## config.mk

```make
export PLATFORM = sky130hd
export DESIGN_NAME = zbt_port_arbiter
export DESIGN_NICKNAME = d
export VERILOG_FILES = /design/src/rtl/zbt_arb_pkg.sv /design/src/rtl/zbt_read_tag_pipe.sv /design/src/rtl/zbt_port_arbiter.sv
export SDC_FILE = /design/constraint.sdc
export NUM_CORES = 1
export LEC_CHECK = 0
export ABC_AREA = 0
export CORE_AREA = 2 2 120 122
export CTS_BUF_LIST = sky130_fd_sc_hd__clkbuf_8
export DETAILED_ROUTE_END_ITERATION = 12
export DIE_AREA = 0 0 122 124
export PLACE_DENSITY = 0.91
export SYNTH_ARGS = -nofsm -noshare
export SYNTH_HDL_FRONTEND = slang
export SYNTH_SLANG_ARGS = --single-unit
```

## constraint.sdc

```tcl
create_clock -name clk -period 3.75 [get_ports clk]
set_clock_uncertainty 0.15 [all_clocks]
set_input_delay 1.125 -clock clk [delete_from_list [all_inputs] [get_ports clk]]
set_output_delay 1.125 -clock clk [all_outputs]
set_load 0.1 [all_outputs]
```

## src/rtl/zbt_arb_pkg.sv

```systemverilog
// zbt_arb_pkg: port indices, default widths and the read-tag type shared by the ZBT arbiter.
package zbt_arb_pkg;
  localparam int PORT_DISP = 0;
  localparam int PORT_CAM = 1;
  localparam int PORT_PROC = 2;
  localparam int DEF_ADDR_W = 19;
  localparam int DEF_DATA_W = 36;
  typedef struct packed {
    logic       valid;
    logic [1:0] port;
  } tag_t;
endpackage

```

## src/rtl/zbt_read_tag_pipe.sv

```systemverilog
// zbt_read_tag_pipe: shift register carrying read tags in step with the memory read pipeline.
module zbt_read_tag_pipe
  import zbt_arb_pkg::*;
#(
  parameter int DEPTH = 3
) (
  input  logic clk,
  input  logic clr_n,
  input  tag_t tag_i,
  output tag_t tag_o
);
  tag_t [DEPTH-1:0] pipe_q;
  always_ff @(posedge clk)
    pipe_q <= clr_n ? {pipe_q[DEPTH-2:0], tag_i} : '0;
  assign tag_o = pipe_q[DEPTH-1];
endmodule

```

## src/rtl/zbt_port_arbiter.sv

```systemverilog
// zbt_port_arbiter: fixed-priority (0>1>2) ZBT bank arbiter with port-2 anti-starvation promotion.
module zbt_port_arbiter
  import zbt_arb_pkg::*;
#(
  parameter int ADDR_W = DEF_ADDR_W,
  parameter int DATA_W = DEF_DATA_W,
  parameter int READ_LATENCY = 2,
  parameter int MAX_WAIT = 15
) (
  input  logic              clk,
  input  logic              reset,
  input  logic [2:0]        req,
  input  logic [2:0]        we,
  input  logic [ADDR_W-1:0] addr0,
  input  logic [ADDR_W-1:0] addr1,
  input  logic [ADDR_W-1:0] addr2,
  input  logic [DATA_W-1:0] wdata0,
  input  logic [DATA_W-1:0] wdata1,
  input  logic [DATA_W-1:0] wdata2,
  output logic [2:0]        grant,
  output logic [2:0]        rvalid,
  output logic [DATA_W-1:0] rdata,
  output logic [ADDR_W-1:0] mem_addr,
  output logic              mem_we,
  output logic [DATA_W-1:0] mem_wdata,
  input  logic [DATA_W-1:0] mem_rdata,
  output logic              starved
);
  localparam int CW = $clog2(MAX_WAIT + 1);
  logic [CW-1:0] wait_q, wait_d;
  logic promote, sel_we;
  logic [1:0] sel;
  logic [ADDR_W-1:0] sel_addr;
  logic [DATA_W-1:0] sel_wdata;
  tag_t tag_in, tag_out;
  assign promote = wait_q == CW'(MAX_WAIT);
  // promotion sits below port 0: display refresh is hard real-time
  always_comb begin
    grant = !reset ? 3'b000 :
            req[PORT_DISP] ? 3'b001 :
            (promote && req[PORT_PROC]) ? 3'b100 :
            req[PORT_CAM] ? 3'b010 :
            req[PORT_PROC] ? 3'b100 : 3'b000;
    sel = grant[PORT_PROC] ? 2'(PORT_PROC) : grant[PORT_CAM] ? 2'(PORT_CAM) : 2'(PORT_DISP);
    sel_addr = grant[PORT_PROC] ? addr2 : grant[PORT_CAM] ? addr1 : addr0;
    sel_wdata = grant[PORT_PROC] ? wdata2 : grant[PORT_CAM] ? wdata1 : wdata0;
    sel_we = we[sel];
    tag_in = '{valid: (|grant) & ~sel_we, port: sel};
    wait_d = (!req[PORT_PROC] || grant[PORT_PROC]) ? '0 : promote ? wait_q : wait_q + 1'b1;
  end
  always_ff @(posedge clk) begin
    if (!reset) begin
      wait_q <= '0;
      mem_addr <= '0;
      mem_we <= 1'b0;
      mem_wdata <= '0;
      rdata <= '0;
      rvalid <= '0;
      starved <= 1'b0;
    end else begin
      wait_q <= wait_d;
      mem_we <= (|grant) & sel_we;
      if (|grant) begin
        mem_addr <= sel_addr;
        mem_wdata <= sel_wdata;
      end
      starved <= grant[PORT_PROC] & promote;
      rvalid <= tag_out.valid ? 3'b001 << tag_out.port : 3'b000;
      if (tag_out.valid) rdata <= mem_rdata;
    end
  end
  // one extra stage covers the command register ahead of the memory pipeline
  zbt_read_tag_pipe #(.DEPTH(READ_LATENCY + 1)) u_tag_pipe (
    .clk  (clk),
    .clr_n(reset),
    .tag_i(tag_in),
    .tag_o(tag_out)
  );
endmodule
```

# ---- Yosys cells after proc, flatten, opt, wreduce, memory -nomap -nowiden
# Cells that the tools add are included.
# Widths: inputs -> output; s select.
dict set report op_classes {
  n_addsub 1
  multipliers 0
  div_mod_pow 0
  magnitude_cmp 1
  n_eq_ne 1
  shift 1
  n_mux 13
  n_bitwise 5
  reduce_logical 6
}
# operator count
set ops {}
lappend ops {{$mux 36} 2}
lappend ops {{$mux 19} 2}
lappend ops {{$mux 3} 5}
lappend ops {{$add 4x1->4 const B} 1}
lappend ops {{$eq 4x4->1 const B} 1}
lappend ops {{$and 1x1->1} 3}
lappend ops {{$lt 2x3->1 const B} 1}
lappend ops {{$reduce_or 3->1} 1}
lappend ops {{$shl 1x2->3 const A} 1}
lappend ops {{$bmux 1 s2} 1}
lappend ops {{$mux 1} 2}
lappend ops {{$mux 2} 1}
lappend ops {{$not 1->1} 2}
lappend ops {{$reduce_and 2->1} 1}
lappend ops {{$reduce_or 2->1} 1}
lappend ops {{$logic_and 1x1->1} 1}
lappend ops {{$logic_not 1->1} 1}
lappend ops {{$logic_or 1x1->1} 1}
dict set report word_totals {
  ff_bits 109
  latch_bits 0
  ramBits 0
  mem_bits_ro 0
  in_bits 209
  output_inout_bits 99
  elab_cells 41
  n_memories 0
}

# ---- Logic depth before layout (Yosys ltp)
dict set report depth {
  ltp_word 11
  mapped_depth 7
  depth_no_buf 6
}

# ---- Hierarchy
# Synthesis repeated with hierarchy kept, for this count alone.
dict set report unflattened {
  hier_cells 429
  area_unflattened_um2 4604.4
}
# mod instances cells_per_inst area_per_inst_um2 seq_area_each_um2
set modules_own_cells {}
lappend modules_own_cells {zbt_port_arbiter 1 408 4345.4 2001.9}
lappend modules_own_cells {zbt_read_tag_pipe 1 21 259.0 180.2}

# ---- Least setup slack after synthesis
# No wires, ideal clock.
dict set report synth_path {
  path_kind {in2out}
  start {in reset}
  end {out grant[0]}
  arrival_time_ns 2.336
  required_ns 2.475
  path_slack_ns 0.139
  path_stages 3
  n_path_buf 2
  path_cell_list {clkbuf_1 clkbuf_1 and2_1}
}
dict set report synth_between {
  elab_chain_cells 1
}
# element line
set synth_rtl {}
lappend synth_rtl {{start: declaration} zbt_port_arbiter.sv:11} ;# input logic reset,
lappend synth_rtl {{$mux 3} zbt_port_arbiter.sv:39} ;# grant = !reset ? 3'b000 :
lappend synth_rtl {{end: declaration} zbt_port_arbiter.sv:20} ;# output logic [2:0] grant,
# No other way between the ends.

# ---- Worst setup path in the final report
dict set report layout_path {
  start {in reset}
  end {out grant[2]}
}
# The elaborated chain is that of the path after synthesis.

==> flow_summary.json <==
{
  "ir_worst_vdd_v": 0.000175,
  "r2r_cells": 6,
  "period_needed_ns": 3.64,
  "antenna_left": 0,
  "rows": 43,
  "power.switching_w": 0.00115,
  "clk_pin_slew_ns": 0.10,
  "nFillCells": 1142,
  "grt_pass1_wl_mm": 29.1,
  "drt_pass1_iterations": 5,
  "core_sq_um": 13700,
  "final_nets": 1044,
  "powerDensity_nw_per_um2": 365,
  "grt_pass1_vias": 5945,
  "synthDistinctLibCells": 36,
  "place_ws_ns": 0.109,
  "grt_max_degree": 58,
  "arrival_ns": 2.36,
  "port_buffers": 307,
  "placed_area_sq_um": 8430,
  "grtUsageTotal": 0.247,
  "syn_area_sq_um": 5490,
  "min_path_cells": 1,
  "start_kind": "primary input",
  "critical-path-max-stage-delay_ns": 0.60,
  "synthArstFlopShare": 0,
  "syn2layout_area_growth_pct": 57.3,
  "final_hold_viol_count": 0,
  "root_buffer": "clkbuf_8",
  "ys_ff_latch": 109,
  "ys.flop_type": "dfxtp_1",
  "first_iter_violations": 311,
  "cts_buffers": 9,
  "status": "finished, final reports clean",
  "cts_buffer_depth": 2,
  "fp.dieH_microns": 124,
  "htree_levels": 3,
  "cts_tree": "done",
  "yosys_warnings": 0,
  "initial_core_util": 0.400,
  "crit_family": "buffers and inverters",
  "die_area_sq_um": 15100,
  "rsz0062_at_grt": "false",
  "antenna_found_initial": 0,
  "finalCritPeriodShare": 0.970,
  "cts_resized": 0,
  "path_cells": "clkdlybuf4s50_1 -> nand3b_1 -> a21oi_1 -> buf_12",
  "cts.hold.buffers_added": 0,
  "syn_inst": 563,
  "drv_slew": 0,
  "hold_ws_ns": 0.292,
  "clock_sinks": 109,
  "path_class": "in2out",
  "ff2ff_setup_slack_ns": 1.53,
  "max-cap-violations": 0,
  "crit_buf_inv": 2,
  "power_frac_comb": 0.352,
  "max_freq_mhz": 275,
  "min-delay-path-class": "reg2reg",
  "p_sw_frac": 0.365,
  "drc": 0,
  "sequentialPowerShare": 0.400,
  "num_vias": 5764,
  "worst_path_max_delay_cell": "clkdlybuf4s50_1",
  "cp_max_fo": 7,
  "num_io_pins": 308,
  "final_area_sq_um": 8640,
  "synth_edf_count": 0,
  "wire_per_inst_microns": 19.2,
  "p_clk_frac": 0.248,
  "synth_nets": 773,
  "crit_cells": 4,
  "synth_area_per_cell_sq_um": 9.76,
  "yosysSeqAreaShare": 0.397,
  "clock_latency_ns": 0.37,
  "hpwlAfterDp_mm": 13.9,
  "p_int_w": 0.00201,
  "layout-drive-gt1-share": 0.221,
  "viasPerCell": 5.66,
  "fp.dieW_microns": 122,
  "relSlewSlack": 0.270,
  "p_leak_nw": 3.08,
  "worst_setup_path_end_kind": "output port",
  "postCtsSetupRepairBufs": 0,
  "diodes": 0,
  "finalSetupViolations": 0,
  "wirelength_mm": 19.6,
  "tightest_slew_ns": 1.09,
  "layout_common_cells": "clkdlybuf4s50_1, dfxtp_1, buf_4",
  "worstPathRequired_ns": 2.47,
  "gr-total-overflow": 0,
  "setup_slack_ns": 0.112,
  "mostFrequentLayoutCell": "clkdlybuf4s50_1",
  "globalplace.congestion": 0.791,
  "final.setup.tns_ns": 0
}
==> worst reg2reg max path, stage by stage (launching register included) <==
cell,delay [ns]
dfxtp_1,0.41
ha_1,0.30
nand4_1,0.19
nand3_2,0.13
buf_4,0.56
o22ai_1,0.23
o21ai_1,0.19
==> power groups by stage <==
stage / logic, W / clock network [W] / registers, W
2_1_floorplan: 0.000250 / 0 / 0.00173
3_3_place_gp: 0.00110 / 0 / 0.00129
3_5_place_dp: 0.00111 / 0 / 0.00129
4_1_cts: 0.00111 / 0.000805 / 0.00126
5_1_grt: 0.00116 / 0.000842 / 0.00127
6_report: 0.00111 / 0.000783 / 0.00126
==> layer usage <==
| metal | global-route usage | routed length (microns) | vias to the layer above |
|---|---|---|---|
| li1 | - | - | 2697 |
| met1 | 0.262 | 7250 | 2657 |
| met2 | 0.435 | 9520 | 344 |
| met3 | 0.0774 | 2010 | 66 |
| met4 | 0.144 | 774 | 0 |
| met5 | 0 | 0 | - |
==> cells by family after synthesis <==
logic type,share of synthesized area
AO/OA/AOI/OAI,0.354
XOR/XNOR,0.00159
adder cells (fa/ha/maj),0.00228
buffers and inverters,0.0649
flip-flops,0.397
multiplexers,0.0674
AND/OR/NAND/NOR,0.112
==> cell type report <==
cell class                      instances  area (sq um)  area share
Clock buffer                            9           124      0.0143
Clock inverter                          6          87.6      0.0101
Inverter                                4          15.0     0.00174
Multi-Input combinational cell        390          2970       0.344
Sequential cell                       109          2180       0.253
Tap cell                              180           225      0.0261
Timing Repair Buffer                  320          3040       0.352
==> Yosys cell counts (2+ instances only) <==
master,instances,area share
dfxtp_1,109,0.40
nand2_1,59,0.040
o22a_1,55,0.088
o22ai_1,54,0.061
o21ai_1,49,0.045
o221ai_2,49,0.13
nor2b_1,38,0.043
mux2i_1,37,0.067
buf_2,27,0.025
clkbuf_1,16,0.011
buf_4,10,0.014
and2_1,8,0.0091
o21ai_0,7,0.0064
buf_6,6,0.012
nor2_1,6,0.0041
o221ai_1,5,0.0080
inv_1,3,0.0020
nor3_1,3,0.0027
nor3b_1,3,0.0041
a21oi_1,2,0.0018
nand3_1,2,0.0018
==> stage by stage <==
step,util,instances,power (W)
global route,0.630,1018,0.00327
finish,0.630,1018,0.00316
detailed placement,0.615,1003,0.00240
global placement,0.615,1003,0.00239
CTS,0.630,1018,0.00318
floorplan,-,563,0.00198
==> registers in the layout, summed over array words and instances (netlist names) <==
register and flops:
u_tag_pipe.pipe_q 6, mem_addr 19, mem_we 1, starved 1
rdata 36, rvalid 3, u_tag_pipe.tag_o 3, wait_q 4
mem_wdata 36
==> path summary, 6_finish.rpt <==
path,startpoint,end
worst max register to register,wait_q[0],mem_wdata[31]
worst min register to register,u_tag_pipe.pipe_q[0],u_tag_pipe.pipe_q[3]
worst min-delay path,u_tag_pipe.pipe_q[0],u_tag_pipe.pipe_q[3]
worst max-delay path,reset,grant[2]
Note: power is estimated with default switching activity, not from simulation.
